File: src/rtl/uart_word_tx_sequencer_if.sv
// Word-side handshake and byte-side UART strobes of uart_word_tx_sequencer.
// The master modport is the environment: the word requester plus the UART TX core.
interface uart_word_tx_sequencer_if #(
  parameter int NBITS = 32
);
  logic             word_valid;
  logic [NBITS-1:0] word_data;
  logic             word_ready;
  logic             word_done;
  logic             busy;
  logic [7:0]       byte_data;
  logic             byte_start;
  logic             byte_done;

  modport master (
    output word_valid, word_data, byte_done,
    input  word_ready, word_done, busy, byte_data, byte_start
  );

  modport slave (
    input  word_valid, word_data, byte_done,
    output word_ready, word_done, busy, byte_data, byte_start
  );
endinterface

File: src/rtl/uart_word_tx_sequencer.sv
// Splits one NBITS word into bytes and handshakes each one with the UART TX core.
// Optional macro TX_CHECKSUM_EN appends an XOR-of-all-bytes checksum byte per word.
module uart_word_tx_sequencer #(
  parameter int NBITS     = 32,
  parameter int MSB_FIRST = 0
) (
  input  logic                     clk,
  input  logic                     reset,
  uart_word_tx_sequencer_if.slave  bus
);
  localparam int NBYTES = NBITS / 8;
  localparam int IDX_W  = (NBYTES > 1) ? $clog2(NBYTES) : 1;
  localparam logic [IDX_W-1:0] LAST_IDX = IDX_W'(NBYTES - 1);

`ifdef TX_CHECKSUM_EN
  typedef enum logic [2:0] {IDLE, SEND, WAIT, CHK_SEND, CHK_WAIT, DONE} state_t;
`else
  typedef enum logic [2:0] {IDLE, SEND, WAIT, DONE} state_t;
`endif

  state_t           state, state_n;
  logic [NBITS-1:0] word_q, word_n;
  logic [IDX_W-1:0] idx, idx_n;
  logic [7:0]       byte_data_q, byte_data_n;
  logic             byte_start_q, byte_start_n;
  logic             word_done_q, word_done_n;

  // Transmission slot i maps to byte i, or mirrored when the MSB goes first.
  function automatic logic [7:0] byte_sel(input logic [NBITS-1:0] w,
                                          input logic [IDX_W-1:0] i);
    int pos;
    pos = (MSB_FIRST != 0) ? (NBYTES - 1 - int'(i)) : int'(i);
    return 8'(w >> (8 * pos));
  endfunction

`ifdef TX_CHECKSUM_EN
  function automatic logic [7:0] xor_bytes(input logic [NBITS-1:0] w);
    logic [7:0] acc;
    acc = 8'h00;
    for (int k = 0; k < NBYTES; k++) acc = acc ^ 8'(w >> (8 * k));
    return acc;
  endfunction
`endif

  // Outputs are computed one cycle ahead so byte_start and word_done are registered
  // and line up exactly with the SEND/CHK_SEND and DONE states.
  always_comb begin
    state_n      = state;
    word_n       = word_q;
    idx_n        = idx;
    byte_data_n  = byte_data_q;
    byte_start_n = 1'b0;
    word_done_n  = 1'b0;
    case (state)
      IDLE: begin
        if (bus.word_valid) begin
          word_n       = bus.word_data;
          idx_n        = '0;
          state_n      = SEND;
          byte_start_n = 1'b1;
          byte_data_n  = byte_sel(bus.word_data, '0);
        end
      end
      SEND: state_n = WAIT;
      WAIT: begin
        if (bus.byte_done) begin
          if (idx == LAST_IDX) begin
`ifdef TX_CHECKSUM_EN
            state_n      = CHK_SEND;
            byte_start_n = 1'b1;
            byte_data_n  = xor_bytes(word_q);
`else
            state_n      = DONE;
            word_done_n  = 1'b1;
`endif
          end else begin
            idx_n        = idx + 1'b1;
            state_n      = SEND;
            byte_start_n = 1'b1;
            byte_data_n  = byte_sel(word_q, idx + 1'b1);
          end
        end
      end
`ifdef TX_CHECKSUM_EN
      CHK_SEND: state_n = CHK_WAIT;
      CHK_WAIT: begin
        if (bus.byte_done) begin
          state_n     = DONE;
          word_done_n = 1'b1;
        end
      end
`endif
      DONE:    state_n = IDLE;
      default: state_n = IDLE;
    endcase
  end

  always_ff @(posedge clk or posedge reset) begin
    if (reset) begin
      state        <= IDLE;
      word_q       <= '0;
      idx          <= '0;
      byte_data_q  <= 8'h00;
      byte_start_q <= 1'b0;
      word_done_q  <= 1'b0;
    end else begin
      state        <= state_n;
      word_q       <= word_n;
      idx          <= idx_n;
      byte_data_q  <= byte_data_n;
      byte_start_q <= byte_start_n;
      word_done_q  <= word_done_n;
    end
  end

  assign bus.word_ready = (state == IDLE);
  assign bus.busy       = (state != IDLE);
  assign bus.byte_data  = byte_data_q;
  assign bus.byte_start = byte_start_q;
  assign bus.word_done  = word_done_q;
endmodule

File: src/flat_wrapper.sv
// flat-port wrapper written by rule: the top's interface ports become plain ports
module uart_word_tx_sequencer_flat 
#(
  parameter int NBITS     = 32,
  parameter int MSB_FIRST = 0
)
  (clk, reset, bus_word_valid, bus_word_data, bus_byte_done, bus_word_ready, bus_word_done, bus_busy, bus_byte_data, bus_byte_start);
  uart_word_tx_sequencer_if #(.NBITS(NBITS)) bus_i ();
  input  logic clk;
  input  logic reset;
  input wire logic [$bits(bus_i.word_valid)-1:0] bus_word_valid;
  input wire logic [$bits(bus_i.word_data)-1:0] bus_word_data;
  input wire logic [$bits(bus_i.byte_done)-1:0] bus_byte_done;
  output wire logic [$bits(bus_i.word_ready)-1:0] bus_word_ready;
  output wire logic [$bits(bus_i.word_done)-1:0] bus_word_done;
  output wire logic [$bits(bus_i.busy)-1:0] bus_busy;
  output wire logic [$bits(bus_i.byte_data)-1:0] bus_byte_data;
  output wire logic [$bits(bus_i.byte_start)-1:0] bus_byte_start;
  assign bus_i.word_valid = bus_word_valid;
  assign bus_i.word_data = bus_word_data;
  assign bus_i.byte_done = bus_byte_done;
  assign bus_word_ready = bus_i.word_ready;
  assign bus_word_done = bus_i.word_done;
  assign bus_busy = bus_i.busy;
  assign bus_byte_data = bus_i.byte_data;
  assign bus_byte_start = bus_i.byte_start;
  uart_word_tx_sequencer #(.NBITS(NBITS), .MSB_FIRST(MSB_FIRST)) u_core (.clk(clk), .reset(reset), .bus(bus_i));
endmodule
File: config.mk
export PLATFORM = sky130hd
export DESIGN_NAME = uart_word_tx_sequencer_flat
export DESIGN_NICKNAME = d
export VERILOG_FILES = /design/src/rtl/uart_word_tx_sequencer_if.sv /design/src/rtl/uart_word_tx_sequencer.sv /design/src/flat_wrapper.sv
export SDC_FILE = /design/constraint.sdc
export NUM_CORES = 1
export LEC_CHECK = 0
export ABC_AREA = 1
export CAP_MARGIN = 40
export CORE_MARGIN = 8
export CORE_UTILIZATION = 41
export CTS_CLUSTER_DIAMETER = 80
export CTS_CLUSTER_SIZE = 25
export DETAILED_ROUTE_END_ITERATION = 6
export PLACE_DENSITY = 0.65
export SYNTH_ARGS = -nofsm -noshare
export SYNTH_HDL_FRONTEND = slang
export SYNTH_SLANG_ARGS = --single-unit
File: constraint.sdc
create_clock -name clk -period 1.5 [get_ports clk]
set_input_delay 0.375 -clock clk [delete_from_list [all_inputs] [get_ports clk]]
set_output_delay 0.375 -clock clk [all_outputs]
set_load 0.005 [all_outputs]
======== Word-level counts from Yosys, hierarchy flattened ========
Index checks and enable logic that the tools add are counted.
operators by class
  add/subtract/negate cells ............... 1
  equal/unequal tests ..................... 6
  shift-type cells ........................ 1
  multiplexer cells ....................... 19
  reduce and logical (&&, ||, !) cells .... 6
operator list
  kind                                           number
  >> shifter 32 x 5 -> 8 bit                     1
  2-to-1 mux 8 bit                               3
  case mux 8 bit (2 select lines)                1
  case mux 3 bit (3 select lines)                1
  2-to-1 mux 2 bit                               4
  2-to-1 mux 1 bit                               6
  2-to-1 mux 3 bit                               2
  != test 2 bit, second input constant           3
  case mux 2 bit (2 select lines)                1
  AND reduction 2 bit                            2
  AND reduction 4 bit                            1
  == test 3 x 1 -> 1 bit, second input constant  1
  == test 3 x 2 -> 1 bit, second input constant  1
  zero test 3 bit                                1
  nonzero test 3 bit                             1
  adder 2 x 1 -> 2 bit, second input constant    1
  == test 2 bit, second input constant           1
  case mux 1 bit (2 select lines)                1
  nonzero test 2 bit                             1
word-level totals
  register bits after elaboration ......... 47
  bits of input ports ..................... 36

======== Logic depth before layout (Yosys ltp) ========
  depth in word-level cells ............... 5
  mapped depth ............................ 9
  depth with buffers taken out ............ 7

======== Worst setup path after synthesis ========
OpenSTA, ideal clock, no wires.
  path type ............................... flip-flop to flip-flop
  from .................................... register u_core.idx[0]
  to ...................................... register u_core.byte_data_q[0] (netlist: u_core.bus.byte_data[0])
  setup time .............................. 0.116 ns
  data arrival time ....................... 1.226 ns
  data required time ...................... 1.384 ns
  path slack .............................. 0.158 ns
  stages on the path, launching flop included .. 9
  period minus slack after synthesis ...... 1.342 ns
  cells stage by stage .................... dfrtp_1 ha_1 buf_2 inv_1 nand3_1 nand2_1 nand2_1 nand2_1 nand2_1
on the way
  cells in the longest elaborated chain, start to end .. 5
  elaborated cells on any way between the ends .. 8
  classes of those cells .................. add/sub (1); eq/ne (2); shift (1); mux (3); reduce/logical (1)
ends and longest elaborated chain
  element                          RTL line                       text
  start, declared                  uart_word_tx_sequencer.sv:23   logic [IDX_W-1:0] idx, idx_n;
  start signal, assigned           uart_word_tx_sequencer.sv:109  idx <= idx_n;
  adder 2 x 1 -> 2 bit             uart_word_tx_sequencer.sv:80   byte_data_n = byte_sel(word_q, idx + 1'b1);
  >> shifter 32 x 5 -> 8 bit       uart_word_tx_sequencer.sv:33   return 8'(w >> (8 * pos));
  2-to-1 mux 8 bit                 uart_word_tx_sequencer.sv:67   if (idx == LAST_IDX) begin
  2-to-1 mux 8 bit                 uart_word_tx_sequencer.sv:66   if (bus.byte_done) begin
  case mux 8 bit (2 select lines)  uart_word_tx_sequencer.sv:54   case (state)
  end signal, assigned             uart_word_tx_sequencer.sv:110  byte_data_q <= byte_data_n;
  end, declared                    uart_word_tx_sequencer.sv:24   logic [7:0] byte_data_q, byte_data_n;
Parallel ways exist; a longest one is shown, timed or not. The select of a mux whose other input is x is not followed.
A chain may end at the register's enable or synchronous reset.

======== Worst setup path in the final report ========
  from .................................... register u_core.state[0]
  to ...................................... output port bus_busy
on the way
  cells in the longest elaborated chain, start to end .. 1
ends and longest elaborated chain
  element                 RTL line                       text
  start, declared         uart_word_tx_sequencer.sv:21   state_t state, state_n;
  start signal, assigned  uart_word_tx_sequencer.sv:107  state <= state_n;
  nonzero test 3 bit      uart_word_tx_sequencer.sv:117  assign bus.busy = (state != IDLE);
  end, declared           flat_wrapper.sv:16             output wire logic [$bits(bus_i.busy)-1:0] bus_busy;
Every way passes these cells.

==> flow_summary.json <==
{
  "hold_violations": 0,
  "die_y_um": 89.4,
  "vias": 1875,
  "maxCapViolCount": 0,
  "cts_tree": "done",
  "async_reset_ff_frac": 1.00,
  "setup_tns_ns": 0,
  "synthDistinctLibCells": 18,
  "end_kind": "primary output",
  "row_count": 26,
  "clkPwrFrac": 0.134,
  "synth_most_common_cell": "nand2_1",
  "outcome": "completed",
  "core_um2": 5140,
  "ant_nets": 0,
  "grt_pass1_vias": 1968,
  "wl_per_cell_um": 12.3,
  "drv_slew": 0,
  "drive_gt1_frac": 0.125,
  "ys_top_cells_by_count": "nand2_1, dfrtp_1, nand3_1",
  "period_needed_ns": 1.44,
  "ys_seq_area_frac": 0.521,
  "syn_area_um2": 2210,
  "numCtsBuffers": 5,
  "skew_ns": 0.00737,
  "synth.avg_cell_area_um2": 7.72,
  "nFillCells": 523,
  "worstSetupStartpointType": "flip-flop",
  "diodes": 0,
  "drt_iter0_drc": 136,
  "ir_drop_mv": 0.878,
  "ys.flop_type": "dfrtp_1",
  "cts_root_buf": "clkbuf_8",
  "rsz0062_at_grt": "no",
  "place_ws_ns": -0.134,
  "ios": 48,
  "fin_ws_ns": 0.0630,
  "syn-num-nets": 323,
  "grt_use_total": 0.145,
  "antenna_found_initial": 0,
  "synthTopCellsByArea": "dfrtp_1, nand2_1, nand3_1",
  "overflow": 0,
  "dp_cells": 404,
  "switching_power_mw": 2.29,
  "multi_input_comb_area_um2": 915,
  "synth_seq_cells": 46,
  "power_mw": 5.80,
  "critPathRequiredTime_ns": 1.12,
  "die_w_um": 89.4,
  "cts_max_path_buffers": 2,
  "max_clock_freq_mhz": 696,
  "path_clk_slew_ns": 0.08,
  "cp_max_fo": 2,
  "gp_routability_congestion": 0.787,
  "combPwrFrac": 0.499,
  "die_area_um2": 7990,
  "wl_um": 5170,
  "portBuffers": 47,
  "first_pass_iters": 4,
  "slew_headroom": 0.808,
  "swShare": 0.395,
  "clock_latency_ns": 0.30,
  "finalSetupViolations": 0,
  "initial_utilization": 0.430,
  "grt_pass1_wl_um": 8970,
  "synth-edff-count": 0,
  "place_hpwl_um": 3720,
  "instances_no_fill": 421,
  "powerDensity_nw_per_um2": 1960,
  "synth_top_area_share": 0.521,
  "p_leak_nw": 1.57,
  "arrival_ns": 1.06,
  "netlist_instances": 286,
  "cts-htree-levels": 2,
  "synthToLayoutAreaGrowth_pct": 33.9,
  "grt_max_degree": 47,
  "nNetsFinal": 387,
  "synth_area_leader_cell": "dfrtp_1",
  "path_class": "reg -> out",
  "min_path_type": "in -> async",
  "sequentialPowerShare": 0.368,
  "vias_per_cell": 4.45,
  "clock-sinks": 46,
  "internal-power_mw": 3.51,
  "route.detailed.drc": 0,
  "fin_crit_sh": 0.958,
  "worst_pin_slew_ns": 0.288,
  "ff_latch_area_um2": 1150,
  "synth-warning-count": 0
}
## stage by stage
stage          instance area (um^2)  hold slack (ns)   util
5_1_grt                        2960            0.444  0.575
3_3_place_gp                   2810            0.462  0.547
4_1_cts                        2950            0.425  0.573
3_5_place_dp                   2810            0.466  0.547
2_1_floorplan                  2210            0.449      -
6_report                       2960            0.403  0.575
## layout by cell type, fill, tap and decap left out
cell type,netlist,final
dlygate4sd2_1,0,10
inv_2,4,5
clkinv_1,0,1
a21oi_2,1,1
inv_1,5,3
nand2_4,3,3
buf_12,1,4
nor2_1,10,10
buf_2,5,1
dlymetal6s2s_1,0,1
clkinv_2,0,1
clkbuf_1,0,1
nor2_4,2,2
dfrtp_1,46,46
o21ai_2,1,1
buf_4,4,19
nand2_1,172,172
nand3_1,17,17
clkdlybuf4s50_1,0,35
ha_1,1,1
o21ai_0,2,2
clkbuf_8,0,6
nand3_2,1,1
a21oi_1,8,8
## critical path: stages, from the launching register on
cell and delay, ns:
dfrtp_1 0.39, inv_1 0.08, nand2_1 0.05, dlygate4sd2_1 0.25
## layer usage
| metal | up-vias | track usage | share of wire |
|---|---|---|---|
| met1 | 822 | 0.193 | 0.48 |
| met2 | 43 | 0.224 | 0.46 |
| met5 | - | 0 | 0 |
| li1 | 1001 | - | - |
| met3 | 9 | 0.0257 | 0.040 |
| met4 | 0 | 0.0650 | 0.017 |
## final timing paths
path | start | endpoint | slack, ns | cells after the start
setup reg to reg | u_core.state[1] | u_core.bus.byte_data[4] | 0.11 | 8
setup / recovery | u_core.state[0] | bus_busy | 0.06 | 3
hold reg to reg | u_core.word_q[30] | u_core.word_q[30] | 0.48 | 2
max in group asynchronous | reset | u_core.word_q[0] | 0.87 | 3
hold / removal | reset | u_core.word_q[27] | 0.40 | 3
min in group clk | u_core.word_q[30] | u_core.word_q[30] | 0.48 | 2
## cell type report
cell class / instances / share of cell area
Sequential cell: 46 / 0.389
Timing Repair Buffer: 70 / 0.229
Multi-Input combinational cell: 218 / 0.309
Clock inverter: 1 / 0.00169
Tap cell: 70 / 0.0296
Clock buffer: 7 / 0.0292
Inverter: 9 / 0.0114
## registers in the layout, indices dropped and copies added, names as in the netlist
register,count
u_core.bus.byte_data,8
u_core.bus.byte_start,1
u_core.bus.word_done,1
u_core.idx,2
u_core.state,2
u_core.word_q,32
## cell families after synthesis
family	after synthesis	synth area share
flip-flops	46	0.521
adder cells (fa/ha/maj)	1	0.00566
AO/OA/AOI/OAI	12	0.0306
buffers and inverters	22	0.0646
AND/OR/NAND/NOR	205	0.378
## power by group through the flow
stage | Combinational [mW] | Clock [mW] | Sequential [mW]
2_1_floorplan | 1.86 | 0 | 2.11
3_3_place_gp | 2.77 | 0 | 2.17
3_5_place_dp | 2.82 | 0 | 2.18
4_1_cts | 2.89 | 0.800 | 2.13
5_1_grt | 3.32 | 0.850 | 2.21
6_report | 2.89 | 0.775 | 2.13
## what timing repair did
item                       in CTS  in global routing
resized for setup              14                  2
setup endpoints to repair      11                  9
setup buffers                   8                  1
hold buffers                    0                  0
(Power assumes the default switching activity.)
